`config.mk`:
```
export PLATFORM = sky130hd
export DESIGN_NAME = ram_single_port
export DESIGN_NICKNAME = d
export VERILOG_FILES = /design/src/rtl/ram_single_port.sv
export SDC_FILE = /design/constraint.sdc
export NUM_CORES = 1
export LEC_CHECK = 0
export ABC_CLOCK_PERIOD_IN_PS = 47600
export CORE_UTILIZATION = 65
export CTS_CLUSTER_SIZE = 40
export DETAILED_ROUTE_END_ITERATION = 7
export PLACE_DENSITY_LB_ADDON = 0.05
export SLEW_MARGIN = 20
export SYNTH_ARGS = -nofsm -noshare
export SYNTH_HDL_FRONTEND = slang
export SYNTH_SLANG_ARGS = --single-unit
```
`constraint.sdc`:
```
create_clock -name clk -period 47.6 [get_ports clk]
set_input_delay 4.76 -clock clk [delete_from_list [all_inputs] [get_ports clk]]
set_output_delay 4.76 -clock clk [all_outputs]
set_load 0.02 [all_outputs]
```
`src/rtl/ram_single_port.sv`:
```
// ram_single_port: 2**ADDR_WIDTH x DATA_WIDTH storage with one write port
// and one independent read port on a single clock. READ_MODE selects the
// read architecture:
//   0 = asynchronous read
//   1 = synchronous read-first (registered data_out)
//   2 = registered read address, write-first
// Every word, and any read-side register, is cleared by an asynchronous
// active-high reset.

module ram_single_port #(
   parameter int ADDR_WIDTH = 6,
   parameter int DATA_WIDTH = 8,
   parameter int READ_MODE  = 1
) (
   input  logic                  clk,
   input  logic                  rst,
   input  logic                  we_in,
   input  logic [ADDR_WIDTH-1:0] write_addr,
   input  logic [DATA_WIDTH-1:0] data_in,
   input  logic [ADDR_WIDTH-1:0] read_addr,
   output logic [DATA_WIDTH-1:0] data_out
);

   localparam int DEPTH = 2 ** ADDR_WIDTH;

   logic [DATA_WIDTH-1:0] mem_q [DEPTH];

   // Storage array: cleared on reset, written at enabled clock edges.
   // NOTE: the array sits inside the reset domain because reset must clear
   // every word; this keeps it as flops rather than an inferred RAM macro.
   // NOTE: reset takes priority, so a write at an edge where rst is high
   // is discarded.
   always_ff @(posedge clk or posedge rst) begin
      if (rst) begin
         for (int i = 0; i < DEPTH; i++) begin
            mem_q[i] <= '0;
         end
      end else if (we_in) begin
         mem_q[write_addr] <= data_in;
      end
   end

   generate
      if (READ_MODE == 0) begin : g_async_read
         // Combinational read. A write shows on data_out right after the
         // edge that performs it.
         assign data_out = mem_q[read_addr];

      end else if (READ_MODE == 1) begin : g_sync_read_first
         logic [DATA_WIDTH-1:0] rd_data_d;
         logic [DATA_WIDTH-1:0] rd_data_q;

         // Look up the word that will be captured at the next edge.
         // NOTE: combinational logic uses blocking '='. Clocked state uses
         // non-blocking '<=', so on a read/write collision the read samples
         // the old word (read-first).
         always_comb begin
            rd_data_d = mem_q[read_addr];
         end

         // Output register gives one cycle of read latency.
         always_ff @(posedge clk or posedge rst) begin
            if (rst) begin
               rd_data_q <= '0;
            end else begin
               rd_data_q <= rd_data_d;
            end
         end

         assign data_out = rd_data_q;

      end else if (READ_MODE == 2) begin : g_reg_addr_write_first
         logic [ADDR_WIDTH-1:0] rd_addr_d;
         logic [ADDR_WIDTH-1:0] rd_addr_q;

         // The next registered address is simply the current read address.
         always_comb begin
            rd_addr_d = read_addr;
         end

         // Register the read address. The array is read combinationally
         // behind it, so data_out shows a word written at the same edge
         // (write-first). It also follows later writes to that word.
         always_ff @(posedge clk or posedge rst) begin
            if (rst) begin
               rd_addr_q <= '0;
            end else begin
               rd_addr_q <= rd_addr_d;
            end
         end

         assign data_out = mem_q[rd_addr_q];

      end else begin : g_bad_read_mode
         $error("ram_single_port: READ_MODE must be 0, 1 or 2");
      end
   endgenerate

endmodule

```
==> results of run 1 <==
[flip-flops by register name, summed over array words and instances (netlist names)]
register,cells
data_out,8
mem_q,512
[final timing paths]
kind / to / slack, ns / cells past startpoint
max reg2reg: data_out[6]$_DFF_PP0_ / 45.41 / 5
max: data_out[3]$_DFF_PP0_ / 39.99 / 8
min: mem_q[501]$_DFFE_PP0P_ / 0.49 / 1
max in group asynchronous: mem_q[231]$_DFFE_PP0P_ / 40.63 / 4
min in group asynchronous: mem_q[296]$_DFFE_PP0P_ / 4.70 / 2
min reg2reg: mem_q[501]$_DFFE_PP0P_ / 0.49 / 1
[cell usage after synthesis, drive strengths merged]
cell type / n
a211oi: 5
nor2b: 14
o21ai: 12
dfrtp: 520
nand3b: 3
and3b: 2
nand2: 39
nor4bb: 1
or2: 3
and2: 4
a311o: 2
mux2: 513
a2111oi: 6
o22ai: 15
nor4: 5
mux2i: 15
buf: 46
a221oi: 6
nand4: 1
clkbuf: 74
nor2: 43
inv: 1
o221ai: 10
nor3: 10
mux4: 128
or3: 1
nand2b: 9
or3b: 2
nand3: 9
a22oi: 2
nor3b: 1
and3: 2
or4: 2
a21oi: 6
a22o: 6
[power by group through the flow]
stage | Sequential, mW | Clock, mW | Combinational (mW)
finish | 0.530 | 0.422 | 0.137
global route | 0.537 | 0.445 | 0.148
detailed placement | 0.537 | 0 | 0.137
CTS | 0.530 | 0.429 | 0.138
floorplan | 0.528 | 0 | 0.110
global placement | 0.534 | 0 | 0.133
[final cells by class]
class,instances,area [µm²],share of cell area (%)
clock inverters,20,229,0.884
flip-flops and latches,520,13000,50.2
inverters,1,11.3,0.0435
multi-input cells,877,10100,39.1
well taps,461,577,2.23
clock buffers,76,1550,5.96
repair buffers,46,403,1.56
[critical path, delay by kind of cell]
family          cells  cell delay (ns)
compound gates      2             0.71
buf+inv             3             1.82
mux                 1             0.40
simple gates        2             0.26
[metal layers]
metal	wire length, µm	vias to the layer above	track usage, %
met5	29	-	0
met4	1510	4	10.3
met3	3500	93	5.90
met2	25900	383	48.2
met1	24100	7301	45.2
li1	-	5658	-
[logic make-up after synthesis]
logic type             Yosys count  synth area share [%]
multiplexers                   656                  37.2
buffers and inverters          121                  2.51
flip-flops                     520                  54.8
AO/OA/AOI/OAI                   70                  2.11
AND/OR/NAND/NOR                151                  3.38
==> impl_metrics.tcl, run 1 <==
set metrics [dict create \
    clkTransAtPathRegs_ns 0.06 \
    wire_per_inst_um 27.5 \
    final_hold_viol_count 0 \
    final_common_cell "dfrtp_1" \
    gp_congestion 0.832 \
    syn_area_um2 23700 \
    max-cap-violations 0 \
    setup_viol 0 \
    final_util_pct 72.5 \
    dp_cells 1905 \
    slew_viol_final 0 \
    syn-num-nets 1541 \
    clock_latency_ns 0.60 \
    rr_startpoint "mem_q[502]$_DFFE_PP0P_" \
    synth_seq_area_share_pct 54.8 \
    first_pass_iters 7 \
    hp-class "flop to flop" \
    place_area_um2 24100 \
    switching_share_pct 23.8 \
    fmax_mhz 131 \
    crit_path_max_incr_delay_ns 0.81 \
    antenna_found_initial 3 \
    cp.required_ns 48.06 \
    cp-start-kind "input port" \
    die_w_um 193 \
    io_pins 31 \
    final_cell_mix "dfrtp_1, mux2_2, mux4_2, clkbuf_16, nand2_1" \
    setup_tns_ns 0 \
    setup_slack_ns 39.99 \
    p_seq_share_pct 48.7 \
    hp-start "mem_q[501]$_DFFE_PP0P_" \
    status "complete, but fails checks" \
    synth_area_leaders "dfrtp_1, mux2_2, mux4_2" \
    rows 69 \
    io_buffers 30 \
    cts_tree "yes" \
    cts_root_buf "clkbuf_16" \
    max_slew_margin_pct 24.1 \
    vias 13400 \
    fin_nets 1522 \
    ant_nets 0 \
    period_share_pct 16.0 \
    syn_to_final_growth_pct 9.15 \
    path_cells "buf_6 > buf_4 > buf_4 > mux4_2 > nor2b_1 > a2111oi_0 > nor3_1 > a22o_1" \
    clockBufferDepth 3 \
    nFillCells 2297 \
    period_needed_ns 7.61 \
    layout.cells.non_filler 2001 \
    viasPerCell 6.72 \
    vdd_drop_max_mv 0.0336 \
    grt_util_all_layers_pct 31.2 \
    grt_pass1_vias 14000 \
    dieArea_um2 37300 \
    grt_pass1_wl_um 85800 \
    cp.arrival_ns 8.07 \
    design_area_um2 25900 \
    drive_above_1_share_pct 50.5 \
    cts_num_sinks 520 \
    p_leak_nw 11.9 \
    internal_power_mw 0.830 \
    crit_path_start "read_addr[1]" \
    worst_slew_pin_slew_ns 1.14 \
    drt_iter0_drc 1016 \
    violations "DRC" \
    critPathSlowestCell "buf_4" \
    yosys.area.top_type "dfrtp_1" \
    dieHeight_um 193 \
    grt.overflow.total 0 \
    initial_core_util_pct 66.4 \
    yosysWarnings 0 \
    core_um2 35700 \
    drt-total-wl_um 55000 \
    pwr-share-clk_pct 38.7 \
    comb_power_share_pct 12.6 \
    n_antenna_cell 0 \
    ys_seq_elements 520 \
    crit_fanout 56 \
    power_mw 1.09 \
    finClkSkew_ns 0.0346 \
    ys_types 46 \
    synth_top_area_share_pct 54.8 \
    worstSetupPathType "input port to flop" \
    ctsHoldBuffers 0 \
    grt_max_degree 170 \
    h-tree-depth 2 \
    postCtsSetupBuffers 0 \
    ctsResizeCount 0 \
    cts_inserted_buffers 53 \
    dpl.hpwl_um 33200 \
    dpl_worst_slack_ns 39.41 \
    rsz0062_at_grt "no" \
    holdWs_ns 0.495 \
    cp-end-kind "flop" \
    drc_errors 7 \
    crit_top_cell "buf_4" \
    power.switching_mw 0.259 \
    netlist_instances 1518 \
    pwr_density_cell_nw_per_um2 42.0 \
    syn_area_per_cell_um2 15.6 \
]
(Power assumes the default switching activity.)
==> run 2, diff against run 1 <==
--- a/config.mk
+++ b/config.mk
@@ -5,8 +5,8 @@
 export SDC_FILE = /design/constraint.sdc
 export NUM_CORES = 1
 export LEC_CHECK = 0
-export ABC_CLOCK_PERIOD_IN_PS = 47600
-export CORE_UTILIZATION = 65
+export ABC_CLOCK_PERIOD_IN_PS = 6670
+export CORE_UTILIZATION = 57
 export CTS_CLUSTER_SIZE = 40
 export DETAILED_ROUTE_END_ITERATION = 7
 export PLACE_DENSITY_LB_ADDON = 0.05
==> constraint.sdc (replaced) <==
create_clock -name clk -period 6.67 [get_ports clk]
set_input_delay 0.667 -clock clk [delete_from_list [all_inputs] [get_ports clk]]
set_output_delay 0.667 -clock clk [all_outputs]
set_load 0.02 [all_outputs]
==> impl_metrics.tcl, run 2 (synthesis gave the netlist of run 1 again) <==
set metrics [dict create \
    dpl_worst_slack_ns 3.02 \
    io_buffers 30 \
    cp-start-kind "input port" \
    grt_util_all_layers_pct 27.7 \
    h-tree-depth 2 \
    grt_pass1_wl_um 86500 \
    setup_viol 0 \
    grt_use_met2_pct 43.9 \
    viasPerCell 6.33 \
    core_um2 40900 \
    rsz0062_at_grt "no" \
    drc_errors 0 \
    pwr_density_cell_nw_per_um2 294 \
    setup_slack_ns 3.55 \
    rows 74 \
    critPathSlowestCell "nor2_1" \
    fmax_mhz 321 \
    cp.arrival_ns 3.60 \
    final_cell_mix "dfrtp_1, mux2_2, mux4_2, clkbuf_16, nand2_1" \
    cts_num_sinks 520 \
    grt.overflow.total 0 \
    period_needed_ns 3.12 \
    fin_nets 1527 \
    cts_inserted_buffers 54 \
    p_leak_nw 11.9 \
    finClkSkew_ns 0.0214 \
    slew_viol_final 0 \
    largest_reg_flops 512 \
    setup_tns_ns 0 \
    worstSetupPathType "input port to flop" \
    dp_cells 1980 \
    busiest_layer "met2" \
    ctsHoldBuffers 0 \
    cp.required_ns 7.15 \
    die_w_um 206 \
    drt-total-wl_um 55700 \
    wire_per_inst_um 26.8 \
    use_met1_pct 40.3 \
    clock_latency_ns 0.60 \
    postCtsSetupBuffers 0 \
    grt_pass1_vias 13600 \
    max-cap-violations 0 \
    dpl.hpwl_um 33000 \
    place_area_um2 24300 \
    cp-end-kind "flop" \
    drt_iter0_drc 854 \
    top_register "mem_q" \
    reg2reg_depth 5 \
    ant_nets 0 \
    io_pins 31 \
    gr-usage-met3_pct 4.82 \
    ctsResizeCount 0 \
    syn_to_final_growth_pct 9.39 \
    n_antenna_cell 0 \
    dieArea_um2 42500 \
    antenna_found_initial 0 \
    clockBufferDepth 3 \
    nFillCells 3081 \
    gp_congestion 0.803 \
    drive_above_1_share_pct 50.0 \
    design_area_um2 26000 \
    status "complete, no violations" \
    worst_slew_pin_slew_ns 1.23 \
    layout.cells.non_filler 2075 \
    cts_root_buf "clkbuf_16" \
    final_common_cell "dfrtp_1" \
    final_hold_viol_count 0 \
    path_cells "clkdlybuf4s50_1 > nand4_1 > nor2_1 > mux2_2" \
    cts_tree "yes" \
    crit_path_max_incr_delay_ns 0.99 \
    dieHeight_um 206 \
    vias 13100 \
    hp-class "input port to asynchronous set/reset pin" \
    vdd_drop_max_mv 0.228 \
    clkTransAtPathRegs_ns 0.06 \
    first_pass_iters 5 \
    holdWs_ns 0.469 \
    period_share_pct 46.7 \
    grt_max_degree 179 \
    max_slew_margin_pct 17.6 \
    initial_core_util_pct 58.0 \
    crit_fanout 10 \
]
==> run 2: cell count changes in the layout (fill, tap and decap cells not counted), moves of 3 or more <==
cell	change
bufinv_16	-5
clkbuf_1	+8
buf_12	+3
clkinv_2	-9
==> run 2: area by class of cell <==
| cell class | instances | area, µm² | area share, % |
|---|---|---|---|
| clock buffers | 88 | 1650 | 6.37 |
| clock inverters | 7 | 41.3 | 0.159 |
| inverters | 1 | 7.51 | 0.0289 |
| multi-input cells | 877 | 10100 | 39.0 |
| flip-flops and latches | 520 | 13000 | 50.1 |
| well taps | 532 | 666 | 2.56 |
| repair buffers | 50 | 458 | 1.76 |
==> run 2: stage by stage <==
step | util [%] | power (mW)
floorplan | - | 4.55
global placement | 59.3 | 4.77
global route | 63.4 | 7.96
detailed placement | 59.3 | 4.82
CTS | 63.4 | 7.72
finish | 63.4 | 7.65
==> run 2: path summary, 6_finish.rpt <==
check | from | endpoint | slack (ns)
max reg2reg | mem_q[503]$_DFFE_PP0P_ | data_out[7]$_DFF_PP0_ | 4.47
max | write_addr[2] | mem_q[0]$_DFFE_PP0P_ | 3.55
min in group clk | mem_q[199]$_DFFE_PP0P_ | mem_q[199]$_DFFE_PP0P_ | 0.50
max in group asynchronous | rst | mem_q[252]$_DFFE_PP0P_ | 4.83
min | rst | mem_q[152]$_DFFE_PP0P_ | 0.47
min reg2reg | mem_q[199]$_DFFE_PP0P_ | mem_q[199]$_DFFE_PP0P_ | 0.50
==> run 2: power breakdown <==
part	internal [mW]	switching, mW	leakage, nW	total [mW]
sequential	3.57	0.196	6.91	3.77
combinational	0.560	0.428	4.16	0.988
clock	1.68	1.21	0.829	2.89
==> run 2: layer usage <==
layer	routed length (µm)	share of wire [%]
met3	2860	5.1
met1	25100	45
met4	979	1.8
met2	26700	48
met5	0	0
==> run 2: critical path: cells and delay by family <==
kind	cells	cell delay, ns
mux	1	0.41
buf+inv	1	0.67
simple gates	2	1.84
==> run 3, diff against run 2 <==
--- a/config.mk
+++ b/config.mk
@@ -5,7 +5,7 @@
 export SDC_FILE = /design/constraint.sdc
 export NUM_CORES = 1
 export LEC_CHECK = 0
-export ABC_CLOCK_PERIOD_IN_PS = 6670
+export ABC_CLOCK_PERIOD_IN_PS = 2600
 export CORE_UTILIZATION = 57
 export CTS_CLUSTER_SIZE = 40
 export DETAILED_ROUTE_END_ITERATION = 7
==> constraint.sdc (replaced) <==
create_clock -name clk -period 2.6 [get_ports clk]
set_input_delay 0.26 -clock clk [delete_from_list [all_inputs] [get_ports clk]]
set_output_delay 0.26 -clock clk [all_outputs]
set_load 0.02 [all_outputs]
==> impl_metrics.tcl, run 3 (synthesis gave the netlist of run 1 again) <==
set metrics [dict create \
    nFillCells 2871 \
    vias 13800 \
    cts_tree "yes" \
    rows 74 \
    wire_per_inst_um 26.7 \
    ctsResizeCount 0 \
    crit_path_max_incr_delay_ns 0.72 \
    syn_to_final_growth_pct 14.9 \
    max_slew_margin_pct 39.5 \
    drive_above_1_share_pct 54.4 \
    slew_viol_final 0 \
    finClkSkew_ns 0.0202 \
    cp-end-kind "flop" \
    drc_errors 0 \
    initial_core_util_pct 58.0 \
    vdd_drop_max_mv 0.666 \
    period_needed_ns 2.46 \
    holdWs_ns 0.0989 \
    clock_latency_ns 0.61 \
    p_leak_nw 12.7 \
    clkTransAtPathRegs_ns 0.06 \
    dpl_worst_slack_ns -0.492 \
    hp-class "input port to flop" \
    ctsHoldBuffers 0 \
    crit_fanout 2 \
    final_common_cell "dfrtp_1" \
    rr_startpoint "mem_q[502]$_DFFE_PP0P_" \
    critPathSlowestCell "a2111oi_0" \
    final_hold_viol_count 0 \
    regArea_um2 13000 \
    io_pins 31 \
    clockBufferDepth 3 \
    top_register "mem_q" \
    io_buffers 30 \
    period_share_pct 94.5 \
    grt.overflow.total 0 \
    path_cells "mux4_1 > nor2b_1 > a2111oi_0 > nor3_1 > buf_4 > a22o_1" \
    die_w_um 206 \
    dpl.hpwl_um 38900 \
    rsz0062_at_grt "no" \
    setup_slack_ns 0.143 \
    ant_nets 0 \
    dieArea_um2 42500 \
    worst_slew_pin_slew_ns 0.884 \
    final_cell_mix "dfrtp_1, mux2_2, mux4_2, buf_4, clkbuf_16" \
    crit_path_start "mem_q[502]$_DFFE_PP0P_" \
    cp_top_family "compound AO/OA/AOI/OAI gates" \
    grt_pass1_wl_um 90800 \
    worstSetupPathType "flop to flop" \
    cp-start-kind "flop" \
    antenna_found_initial 1 \
    multiInputGateArea_um2 10100 \
    postCtsSetupBuffers 0 \
    setup_viol 0 \
    drt_iter0_drc 1002 \
    fmax_mhz 407 \
    cts_num_sinks 520 \
    largest_reg_flops 512 \
    hp-start "data_in[4]" \
    status "complete, no violations" \
    cts_root_buf "clkbuf_16" \
    core_um2 40900 \
    grt_pass1_vias 14400 \
    cp.required_ns 3.08 \
    final_util_pct 66.7 \
    fin_nets 1645 \
    path_buf_inv 1 \
    gp_congestion 0.893 \
    grt_max_degree 127 \
    first_pass_iters 4 \
    grt_util_all_layers_pct 29.1 \
    cts_inserted_buffers 55 \
    max-cap-violations 0 \
    pwr_density_cell_nw_per_um2 756 \
    cp.arrival_ns 2.93 \
    drt-total-wl_um 58800 \
    viasPerCell 6.26 \
    dieHeight_um 206 \
    power_mw 20.6 \
    h-tree-depth 2 \
]
run 3: final cells by class:
class | instances | share of cell area, %
antenna | 1 | 0.00917
inverter | 1 | 0.0275
multi-input combinational | 877 | 37.2
timing repair buffer | 167 | 5.63
clock buffer | 82 | 6.05
sequential | 520 | 47.7
clock inverter | 20 | 0.986
tap | 532 | 2.44
run 3: power by group:
group | switching (mW) | total (mW) | internal, mW
clock | 3.23 | 8.20 | 4.97
sequential | 0.528 | 9.69 | 9.16
combinational | 1.17 | 2.71 | 1.55
run 3: worst paths after layout:
path | to | slack, ns | depth (start not counted)
max | data_out[6]$_DFF_PP0_ | 0.14 | 6
min | mem_q[228]$_DFFE_PP0P_ | 0.1 | 2
max reg2reg | data_out[6]$_DFF_PP0_ | 0.14 | 6
min reg2reg | mem_q[501]$_DFFE_PP0P_ | 0.50 | 1
max in group asynchronous | mem_q[259]$_DFFE_PP0P_ | 1.60 | 3
min in group asynchronous | mem_q[190]$_DFFE_PP0P_ | 0.37 | 3
run 3: per-layer routing:
layer	GRT usage, %	wire length, µm
met2	45.9	28000
met3	4.38	2760
met1	42.1	26600
met4	8.61	1420
met5	0	0
run 3: through the flow:
step,setup TNS (ns),std cells,cell area (µm²)
5_1_grt,0,2199,27300
6_report,0,2200,27300
4_1_cts,0,2199,27300
3_5_place_dp,-20.15,2097,25400
3_3_place_gp,-33.99,2097,25400
2_1_floorplan,-2456.60,1518,23700
